--- config.mk ---
export PLATFORM = sky130hd
export DESIGN_NAME = bit_serial_subtractor
export DESIGN_NICKNAME = d
export VERILOG_FILES = /design/src/rtl/bit_serial_subtractor.sv
export SDC_FILE = /design/constraint.sdc
export NUM_CORES = 1
export LEC_CHECK = 0
export ABC_AREA = 1
export ABC_CLOCK_PERIOD_IN_PS = 2300
export CAP_MARGIN = 20
export CORE_MARGIN = 5
export CORE_UTILIZATION = 50
export CTS_BUF_LIST = sky130_fd_sc_hd__clkbuf_8
export CTS_CLUSTER_DIAMETER = 80
export DETAILED_ROUTE_END_ITERATION = 6
export GPL_TIMING_DRIVEN = 0
export PLACE_DENSITY = 0.8
export SYNTH_ARGS = -nofsm -noshare
export SYNTH_HDL_FRONTEND = slang
export SYNTH_SLANG_ARGS = --single-unit
--- constraint.sdc ---
create_clock -name clk -period 2.3 [get_ports clk]
set_input_delay 0.69 -clock clk [delete_from_list [all_inputs] [get_ports clk]]
set_output_delay 0.69 -clock clk [all_outputs]
set_load 0.05 [all_outputs]
--- src/rtl/bit_serial_subtractor.sv ---
// LSB-first bit-serial subtractor: D = A - B over WIDTH-bit frames, borrow chained through a flop.
// Latency: difference bit 1 cycle after acceptance; done/result/borrow_out 1 cycle after last bit.
// Backpressure: none; the source paces bits with in_valid and gaps of any length are tolerated.
module bit_serial_subtractor #(
  parameter int WIDTH = 8,
  parameter int CNT_W = $clog2(WIDTH + 1)
) (
  input  logic             clk,
  input  logic             rst,
  input  logic             in_valid,
  input  logic             in_first,
  input  logic             a,
  input  logic             b,
  output logic             d_valid,
  output logic             d,
  output logic             busy,
  output logic             done,
  output logic [WIDTH-1:0] result,
  output logic             borrow_out,
  output logic             protocol_err
);

  typedef enum logic {
    IDLE = 1'b0,
    RUN  = 1'b1
  } state_t;

  state_t           r_state;
  state_t           w_state_nxt;
  logic [CNT_W-1:0] r_cnt;
  logic             r_borrow;
  logic [WIDTH-1:0] r_shift;
  logic             r_d_valid;
  logic             r_d;
  logic             r_done;
  logic [WIDTH-1:0] r_result;
  logic             r_borrow_out;
  logic             r_protocol_err;

  logic             w_run;
  logic             w_accept;
  logic             w_bad;
  logic             w_bin;
  logic             w_diff;
  logic             w_bout;
  logic             w_last;
  logic [WIDTH-1:0] w_shift_nxt;

  assign w_run    = (r_state == RUN);
  // A bit is taken when it starts a frame or continues one already running.
  assign w_accept = in_valid & (in_first | w_run);
  // Illegal framing: a continuation bit with no frame open, or a restart mid-frame.
  assign w_bad    = in_valid & (in_first ? w_run : ~w_run);
  // Bit 0 never sees a borrow in, even when it restarts an abandoned frame.
  assign w_bin    = in_first ? 1'b0 : r_borrow;
  assign w_diff   = a ^ b ^ w_bin;
  assign w_bout   = (~a & b) | (~(a ^ b) & w_bin);
  // WIDTH >= 2, so a first bit can never also be the last one.
  assign w_last   = w_accept & ~in_first & (r_cnt == CNT_W'(WIDTH - 1));
  assign w_shift_nxt = {w_diff, r_shift[WIDTH-1:1]};

  // State register.
  always_ff @(posedge clk) begin
    if (rst) r_state <= IDLE;
    else     r_state <= w_state_nxt;
  end

  // Next-state: open a frame on an accepted first bit, close it after the last bit.
  always_comb begin
    w_state_nxt = r_state;
    case (r_state)
      IDLE:    if (w_accept) w_state_nxt = RUN;
      RUN:     if (w_last)   w_state_nxt = IDLE;
      default: w_state_nxt = IDLE;
    endcase
  end

  // Datapath: bit counter, borrow chain, shift register and registered outputs.
  always_ff @(posedge clk) begin
    if (rst) begin
      r_cnt          <= '0;
      r_borrow       <= 1'b0;
      r_shift        <= '0;
      r_d_valid      <= 1'b0;
      r_d            <= 1'b0;
      r_done         <= 1'b0;
      r_result       <= '0;
      r_borrow_out   <= 1'b0;
      r_protocol_err <= 1'b0;
    end else begin
      r_d_valid      <= w_accept;
      r_done         <= w_last;
      r_protocol_err <= w_bad;
      if (w_accept) begin
        r_d      <= w_diff;
        r_borrow <= w_bout;
        r_shift  <= w_shift_nxt;
        if (in_first)    r_cnt <= CNT_W'(1);
        else if (w_last) r_cnt <= '0;
        else             r_cnt <= r_cnt + 1'b1;
      end
      if (w_last) begin
        r_result     <= w_shift_nxt;
        r_borrow_out <= w_bout;
      end
    end
  end

  assign d_valid      = r_d_valid;
  assign d            = r_d;
  assign busy         = w_run;
  assign done         = r_done;
  assign result       = r_result;
  assign borrow_out   = r_borrow_out;
  assign protocol_err = r_protocol_err;

endmodule

==> results of run 1 <==
==> flip-flops by register name, indices dropped and copies added (netlist names) <==
signal,cells
r_shift,7
d_valid,1
r_cnt,4
result,8
protocol_err,1
r_borrow,1
done,1
busy,1
borrow_out,1
==> Yosys cell counts <==
cell type	instances
nand2_4	2
inv_1	7
nor2_2	1
inv_2	2
buf_2	2
nor2_8	1
nand2_2	1
o21ai_0	8
ha_1	2
o21ai_1	3
nand4_1	1
clkinv_4	1
nand2_1	26
nor2_1	19
dfxtp_1	25
nand3_1	1
nand3_2	10
nand3_4	1
o21ai_2	1
fa_1	1
buf_8	1
buf_4	1
clkinv_2	1
a21oi_1	5
==> per-stage QoR <==
| step | TNS [ns] | setup WS, ns |
|---|---|---|
| final | 0 | 0.148 |
| after global routing | 0 | 0.0886 |
| after CTS | 0 | 0.140 |
| after detailed placement | -0.680 | -0.0809 |
| after global placement | -0.176 | -0.0250 |
| after floorplan | 0 | 0.642 |
==> layer usage <==
layer | track usage, % | part of all wire, % | vias up
met5 | 0 | 0 | -
met4 | 8.47 | 2.2 | 0
met3 | 3.48 | 4.6 | 5
met1 | 15.8 | 42 | 394
met2 | 26.2 | 51 | 14
li1 | - | - | 439
==> cell families after synthesis <==
kind of cell	after synthesis
buffers and inverters	15
flip-flops	25
AO/OA/AOI/OAI	17
AND/OR/NAND/NOR	63
adder cells (fa/ha/maj)	3
==> layout by cell type, fill, tap and decap left out <==
| cell | netlist | layout |
|---|---|---|
| nand3_1 | 1 | 1 |
| nor2_2 | 1 | 1 |
| clkbuf_8 | 0 | 3 |
| inv_1 | 7 | 7 |
| nand2_1 | 26 | 26 |
| a21oi_1 | 5 | 5 |
| nand3_4 | 1 | 1 |
| fa_1 | 1 | 1 |
| nand4_1 | 1 | 1 |
| inv_2 | 2 | 2 |
| dfxtp_1 | 25 | 25 |
| o21ai_2 | 1 | 1 |
| nand2_4 | 2 | 2 |
| buf_2 | 2 | 2 |
| nor2_1 | 19 | 19 |
| nor2_8 | 1 | 1 |
| o21ai_0 | 8 | 8 |
| clkdlybuf4s50_1 | 0 | 19 |
| buf_4 | 1 | 1 |
| nand2_2 | 1 | 1 |
| buf_8 | 1 | 1 |
| clkinv_2 | 1 | 2 |
| clkinv_4 | 1 | 1 |
| nand3_2 | 10 | 10 |
| o21ai_1 | 3 | 3 |
| ha_1 | 2 | 2 |
==> worst paths after layout <==
path / startpoint / depth (start not counted) / slack, ns / end
setup reg to reg: busy / 9 / 0.95 / result[7]
hold / removal: r_shift[1] / 2 / 0.45 / result[0]
setup / recovery: r_shift[7] / 1 / 0.15 / d
hold reg to reg: r_shift[1] / 2 / 0.45 / result[0]
==> power breakdown <==
group | internal, W | switching (W) | leakage, nW
logic | 0.0000363 | 0.0000645 | 0.344
clock network | 0.000121 | 0.000131 | 0.0255
registers | 0.000449 | 0.0000106 | 0.204
==> final cells by class <==
type	instances	area, µm²
Fill cell	164	664
Sequential cell	25	500
Multi-Input combinational cell	83	487
Timing Repair Buffer	19	190
Inverter	11	47.5
Clock buffer	3	41.3
Tap cell	27	33.8
Buffer	4	32.5
Clock inverter	1	5.00
==> metrics.md, run 1 <==
| Metric | Value |
|---|---|
| Setup crit start kind | `flop` |
| Final non-filler cell total | `173` |
| Yosys cell types | `24` |
| Final min period | `2.15 ns` |
| Largest cells by area after synthesis | `dfxtp_1 47%, nand3_2 9.4%, nand2_1 9.1%, nor2_1 6.7%, o21ai_0 3.8%` |
| Critical-path cell with the highest stage delay | `clkdlybuf4s50_1` |
| Root Buffer Master | `clkbuf_8` |
| Nets@finish | `156` |
| Overall fraction of global-route tracks in use | `between 10% and 20%` |
| Number of warnings reported in the yosys synthesis log | `0` |
| # placed instances | `~170` |
| Area growth from synthesis to layout | `25.3%` |
| CP Class | `reg2out` |
| Leftover overflow at the end of global routing | `0` |
| Post-synthesis compound-gate area fraction | `8.32%` |
| Slew margin rel. | `66.4%` |
| Post-detailed-route via-to-cell ratio | `4.92` |
| Number of clock buffers inserted by TritonCTS | `3` |
| H-tree Lvls | `1` |
| Adder and majority cell fraction of the synthesized area | `4.22%` |
| Top-level I/O count | `20` |
| Fraction of the yosys area taken by sequential cells | `46.9%` |
| Summed instance area of the synthesized netlist | `between 0.001 and 0.0015 mm²` |
| Number of global-route vias before repair | `around 850` |
| Post-cts sizing count | `0` |
| Dominant combinational cell family by area after synthesis | `simple AND/OR/NAND/NOR gates` |
| Max_cap viols | `0` |
| Hold Buf Count CTS | `0` |
| Post-layout power | `about 0.00081 W` |
| Period utilization | `between 90% and 100%` |
| Total leakage power | `about 0.57 nW` |
| Final HPWL DP | `between 1.5 and 2 mm` |
| Total nets after synthesis | `around 130` |
| Data required time of the critical path | `around 1.6 ns` |
| Register clock-pin slew on the reported worst setup and hold paths | `around 0.08 ns` |
| CTS Sinks | `25` |
| Worst vdd rail ir drop | `roughly 0.35 mV` |
| Result of the run | `completed` |
| Worst-path fanout max | `4` |
| Floorplan die height | `about 56 µm` |
| Antenna Diode Count | `0` |
| Final weighted congestion in routability-driven placement | `between 0.8 and 0.9` |
| Initial cell density of the core | `a little over half` |
| Final standard cell utilization of the core | `66.8%` |
| Pre-Repair DR Iteration Count | `4` |
| CTS tree | `done` |
| Clock Skew | `0.00140 ns` |
| Max Clk Rate | `approximately 460 MHz` |
| Largest delay share family, worst path | `buffers and inverters` |
| Routed Antenna Nets | `0` |
| Ordered list of cells on the worst path | `clkdlybuf4s50_1` |
| CORE AREA | `0.00200 mm²` |
| XOR/XNOR Fraction of Synth Area | `0%` |
| Total die area | `0.00316 mm²` |
| Site row count | `16` |
| Area of all placed cells without fillers | `0.00134 mm²` |
| Drt wl/cell | `11.8 µm` |
| Yosys top cell area share | `a little under half` |
| Post-CTS setup buffer count | `0` |
| Final setup violation count | `0` |
| I/O Buffers | `19` |
| Final-report hold violation count | `0` |
| Chip width | `between 50 and 60 µm` |
| First DRT Iteration DRCs | `20` |
| Power density of the placed cells | `around 600 mW/mm²` |
| Placement Cell Area | `~0.0013 mm²` |
| Max Buffers Root-to-Sink | `2` |
| Endpoint arrival time on the critical path | `between 1 and 1.5 ns` |
| Slew at the pin closest to its max-slew limit | `around 0.50 ns` |
| Path class of the lowest-slack min-delay path | `reg2reg` |
| Mux cell area share after synthesis | `0%` |
| Hold slack final | `~0.45 ns` |
| Ratio of cells with drive above 1 in the final layout | `19.9%` |
| FF+latch count, synth | `25` |
| Clk_lat worst skew | `between 0.2 and 0.3 ns` |
| Peak per-stage delay on the critical path | `a little over 0.8 ns` |
| Synth Area per Inst | `8.68 µm²` |
| Combined buffer and inverter count along the critical path | `1` |
| Wire length of the first global-routing pass | `~3.7 mm` |
| Yosys top cell by area | `dfxtp_1` |
| Synth Area in Simple Gates | `approximately 33%` |
| Post-detailed-routing wire length | `2.05 mm` |
| Number of antenna violations at the first check in global routing | `0` |
| DR vias | `852` |
| Maximum number of pins on one net before global-route repair | `15` |
| Slew Viols, Final | `0` |
| Setup repair after global routing missed its margin | `no` |
| Endpoint type of the worst setup path | `primary output` |
| Synthesized netlist cell count | `about 120` |
| DRC violation count after routing | `0` |
(Power assumes the default switching activity.)
==> run 2, diff against run 1 <==
--- a/config.mk
+++ b/config.mk
@@ -15,6 +15,7 @@
 export DETAILED_ROUTE_END_ITERATION = 6
 export GPL_TIMING_DRIVEN = 0
 export PLACE_DENSITY = 0.8
+export SKIP_CTS_REPAIR_TIMING = 1
 export SYNTH_ARGS = -nofsm -noshare
 export SYNTH_HDL_FRONTEND = slang
 export SYNTH_SLANG_ARGS = --single-unit
==> results of run 2 <==
Same layout as run 1: the final DEF is identical, and so are final timing and power.
==> run 3, diff against run 2 <==
--- a/config.mk
+++ b/config.mk
@@ -14,8 +14,9 @@
 export CTS_CLUSTER_DIAMETER = 80
 export DETAILED_ROUTE_END_ITERATION = 6
 export GPL_TIMING_DRIVEN = 0
-export PLACE_DENSITY = 0.8
+export PLACE_DENSITY = 0.78
 export SKIP_CTS_REPAIR_TIMING = 1
+export SLEW_MARGIN = 5
 export SYNTH_ARGS = -nofsm -noshare
 export SYNTH_HDL_FRONTEND = slang
 export SYNTH_SLANG_ARGS = --single-unit
==> run 3 against run 2 <==
Final area rose by 0.19%. Routed wire length fell by 3.1%. Setup slack improved by 0.0094 ns. Sequential power barely moved. Flip-flop and latch count did not move. Maximum frequency rose by 0.44%. Via count fell by 0.70%. Clock power rose by 4%. Critical path type unchanged. Highest routed layer unchanged.
==> metrics.md, run 3 (synthesis gave the netlist of run 1 again) <==
| Metric | Value |
|---|---|
| Total die area | `0.00316 mm²` |
| Final-layout fill cell count | `approximately 180` |
| Slew margin rel. | `roughly two thirds` |
| Max Clk Rate | `~470 MHz` |
| Max_cap viols | `0` |
| Setup crit start kind | `flop` |
| Total leakage power | `0.569 nW` |
| Root Buffer Master | `clkbuf_8` |
| CP Class | `reg2out` |
| Ratio of cells with drive above 1 in the final layout | `between 10% and 20%` |
| Chip width | `around 56 µm` |
| Post-detailed-routing wire length | `~2.0 mm` |
| Commonest non-fill, non-tap cell in the layout | `nand2_1` |
| Final min period | `between 2 and 2.5 ns` |
| Routed Antenna Nets | `0` |
| Floorplan die height | `56.2 µm` |
| CTS Sinks | `25` |
| Site row count | `16` |
| Number of global-route vias before repair | `~840` |
| CTS tree | `done` |
| Slew Viols, Final | `0` |
| Nets@finish | `about 160` |
| Data required time of the critical path | `about 1.6 ns` |
| Placement Cell Area | `about 0.0013 mm²` |
| Worst vdd rail ir drop | `between 0.3 and 0.4 mV` |
| DRC violation count after routing | `0` |
| Ordered list of cells on the worst path | `clkdlybuf4s50_1` |
| Power density of the placed cells | `a little over 600 mW/mm²` |
| Area growth from synthesis to layout | `25.6%` |
| Result of the run | `completed` |
| I/O Buffers | `19` |
| Combined buffer and inverter count along the critical path | `1` |
| Maximum number of pins on one net before global-route repair | `16` |
| DR vias | `approximately 850` |
| Initial cell density of the core | `between 50% and 60%` |
| Path class of the lowest-slack min-delay path | `reg2reg` |
| Setup repair after global routing missed its margin | `no` |
| Final-report hold violation count | `0` |
| Max Buffers Root-to-Sink | `2` |
| Number of clock buffers inserted by TritonCTS | `3` |
| Post-detailed-route via-to-cell ratio | `just under 5` |
| Clock Skew | `roughly 0.0024 ns` |
| Worst-path fanout max | `4` |
| Post-layout power | `0.000823 W` |
| Top-level I/O count | `20` |
| Final weighted congestion in routability-driven placement | `about 0.82` |
| Leftover overflow at the end of global routing | `0` |
| Overall fraction of global-route tracks in use | `between 10% and 20%` |
| Peak per-stage delay on the critical path | `just over 0.8 ns` |
| Final HPWL DP | `roughly 1.5 mm` |
| Period utilization | `between 90 and 100%` |
| Slew at the pin closest to its max-slew limit | `between 0.4 and 0.5 ns` |
| Wire length of the first global-routing pass | `3.75 mm` |
| Endpoint arrival time on the critical path | `roughly 1.5 ns` |
| Number of antenna violations at the first check in global routing | `0` |
| Commonest cells after routing, fill and taps aside | `26 x nand2_1, 25 x dfxtp_1, 19 x nor2_1, 19 x clkdlybuf4s50_1, 10 x nand3_2` |
| Endpoint type of the worst setup path | `primary output` |
| Antenna Diode Count | `0` |
| CORE AREA | `between 0.002 and 0.0025 mm²` |
| Drt wl/cell | `between 10 and 15 µm` |
| Critical-path cell with the highest stage delay | `clkdlybuf4s50_1` |
| Multi-input combinational cell area | `roughly 490 µm²` |
| Max reg flops | `8` |
| Register clock-pin slew on the reported worst setup and hold paths | `roughly 0.09 ns` |
| Pre-Repair DR Iteration Count | `4` |
| Final setup violation count | `0` |
| Clk_lat worst skew | `0.27 ns` |
| Largest delay share family, worst path | `buffers and inverters` |
| H-tree Lvls | `1` |
| Register cell area after layout | `~500 µm²` |
| First DRT Iteration DRCs | `9` |
| Area of all placed cells without fillers | `approximately 0.0013 mm²` |
## run 3: cell count changes in the layout (fill, tap and decap cells not counted)
cell        delta
clkinvlp_4     +1
clkinv_2       -1
## run 3: worst reg2reg max path, cell delays in order (launching register included)
cell and delay [ns]:
dfxtp_1 0.33, inv_1 0.07, ha_1 0.18, inv_1 0.08
nand2_4 0.09, nor2_8 0.15, nand2_4 0.07, buf_8 0.15
nand3_2 0.06, o21ai_2 0.05
## run 3: path summary, 6_finish.rpt
kind	start	to	slack (ns)	cells after the start
worst max-delay path	r_shift[7]	d	0.16	1
worst min-delay path	r_shift[1]	result[0]	0.46	2
worst max register to register	busy	result[7]	0.97	9
worst min register to register	r_shift[1]	result[0]	0.46	2
## run 3: layer usage
metal / GRT usage, % / part of all wire, %
met5: 0 / 0
met2: 25.5 / 50
met4: 4.07 / 0.91
met1: 17.9 / 43
met3: 3.94 / 6.2
## run 3: final cells by class
cell class | count | share of cell area, %
inverters | 11 | 3.55
flip-flops and latches | 25 | 37.3
clock buffers | 3 | 3.08
well taps | 27 | 2.52
repair buffers | 19 | 14.2
plain buffers | 4 | 2.43
clock inverters | 1 | 0.560
multi-input cells | 83 | 36.3
## run 3: where the power goes
part | total [W] | internal [W] | switching [W]
registers | 0.000460 | 0.000449 | 0.0000112
clock network | 0.000263 | 0.000123 | 0.000140
logic | 0.000100 | 0.0000365 | 0.0000639
## run 3: metrics by stage
step           std cells  hold slack (ns)  TNS [ns]  util (%)  setup slack (ns)
2_1_floorplan        123            0.420         0         -             0.642
3_3_place_gp         169            0.434    -0.235      64.5           -0.0314
3_5_place_dp         169            0.447    -0.477      64.5           -0.0563
4_1_cts              173            0.463         0      66.9             0.146
5_1_grt              173            0.494         0      66.9            0.0699
6_report             173            0.461         0      66.9             0.157
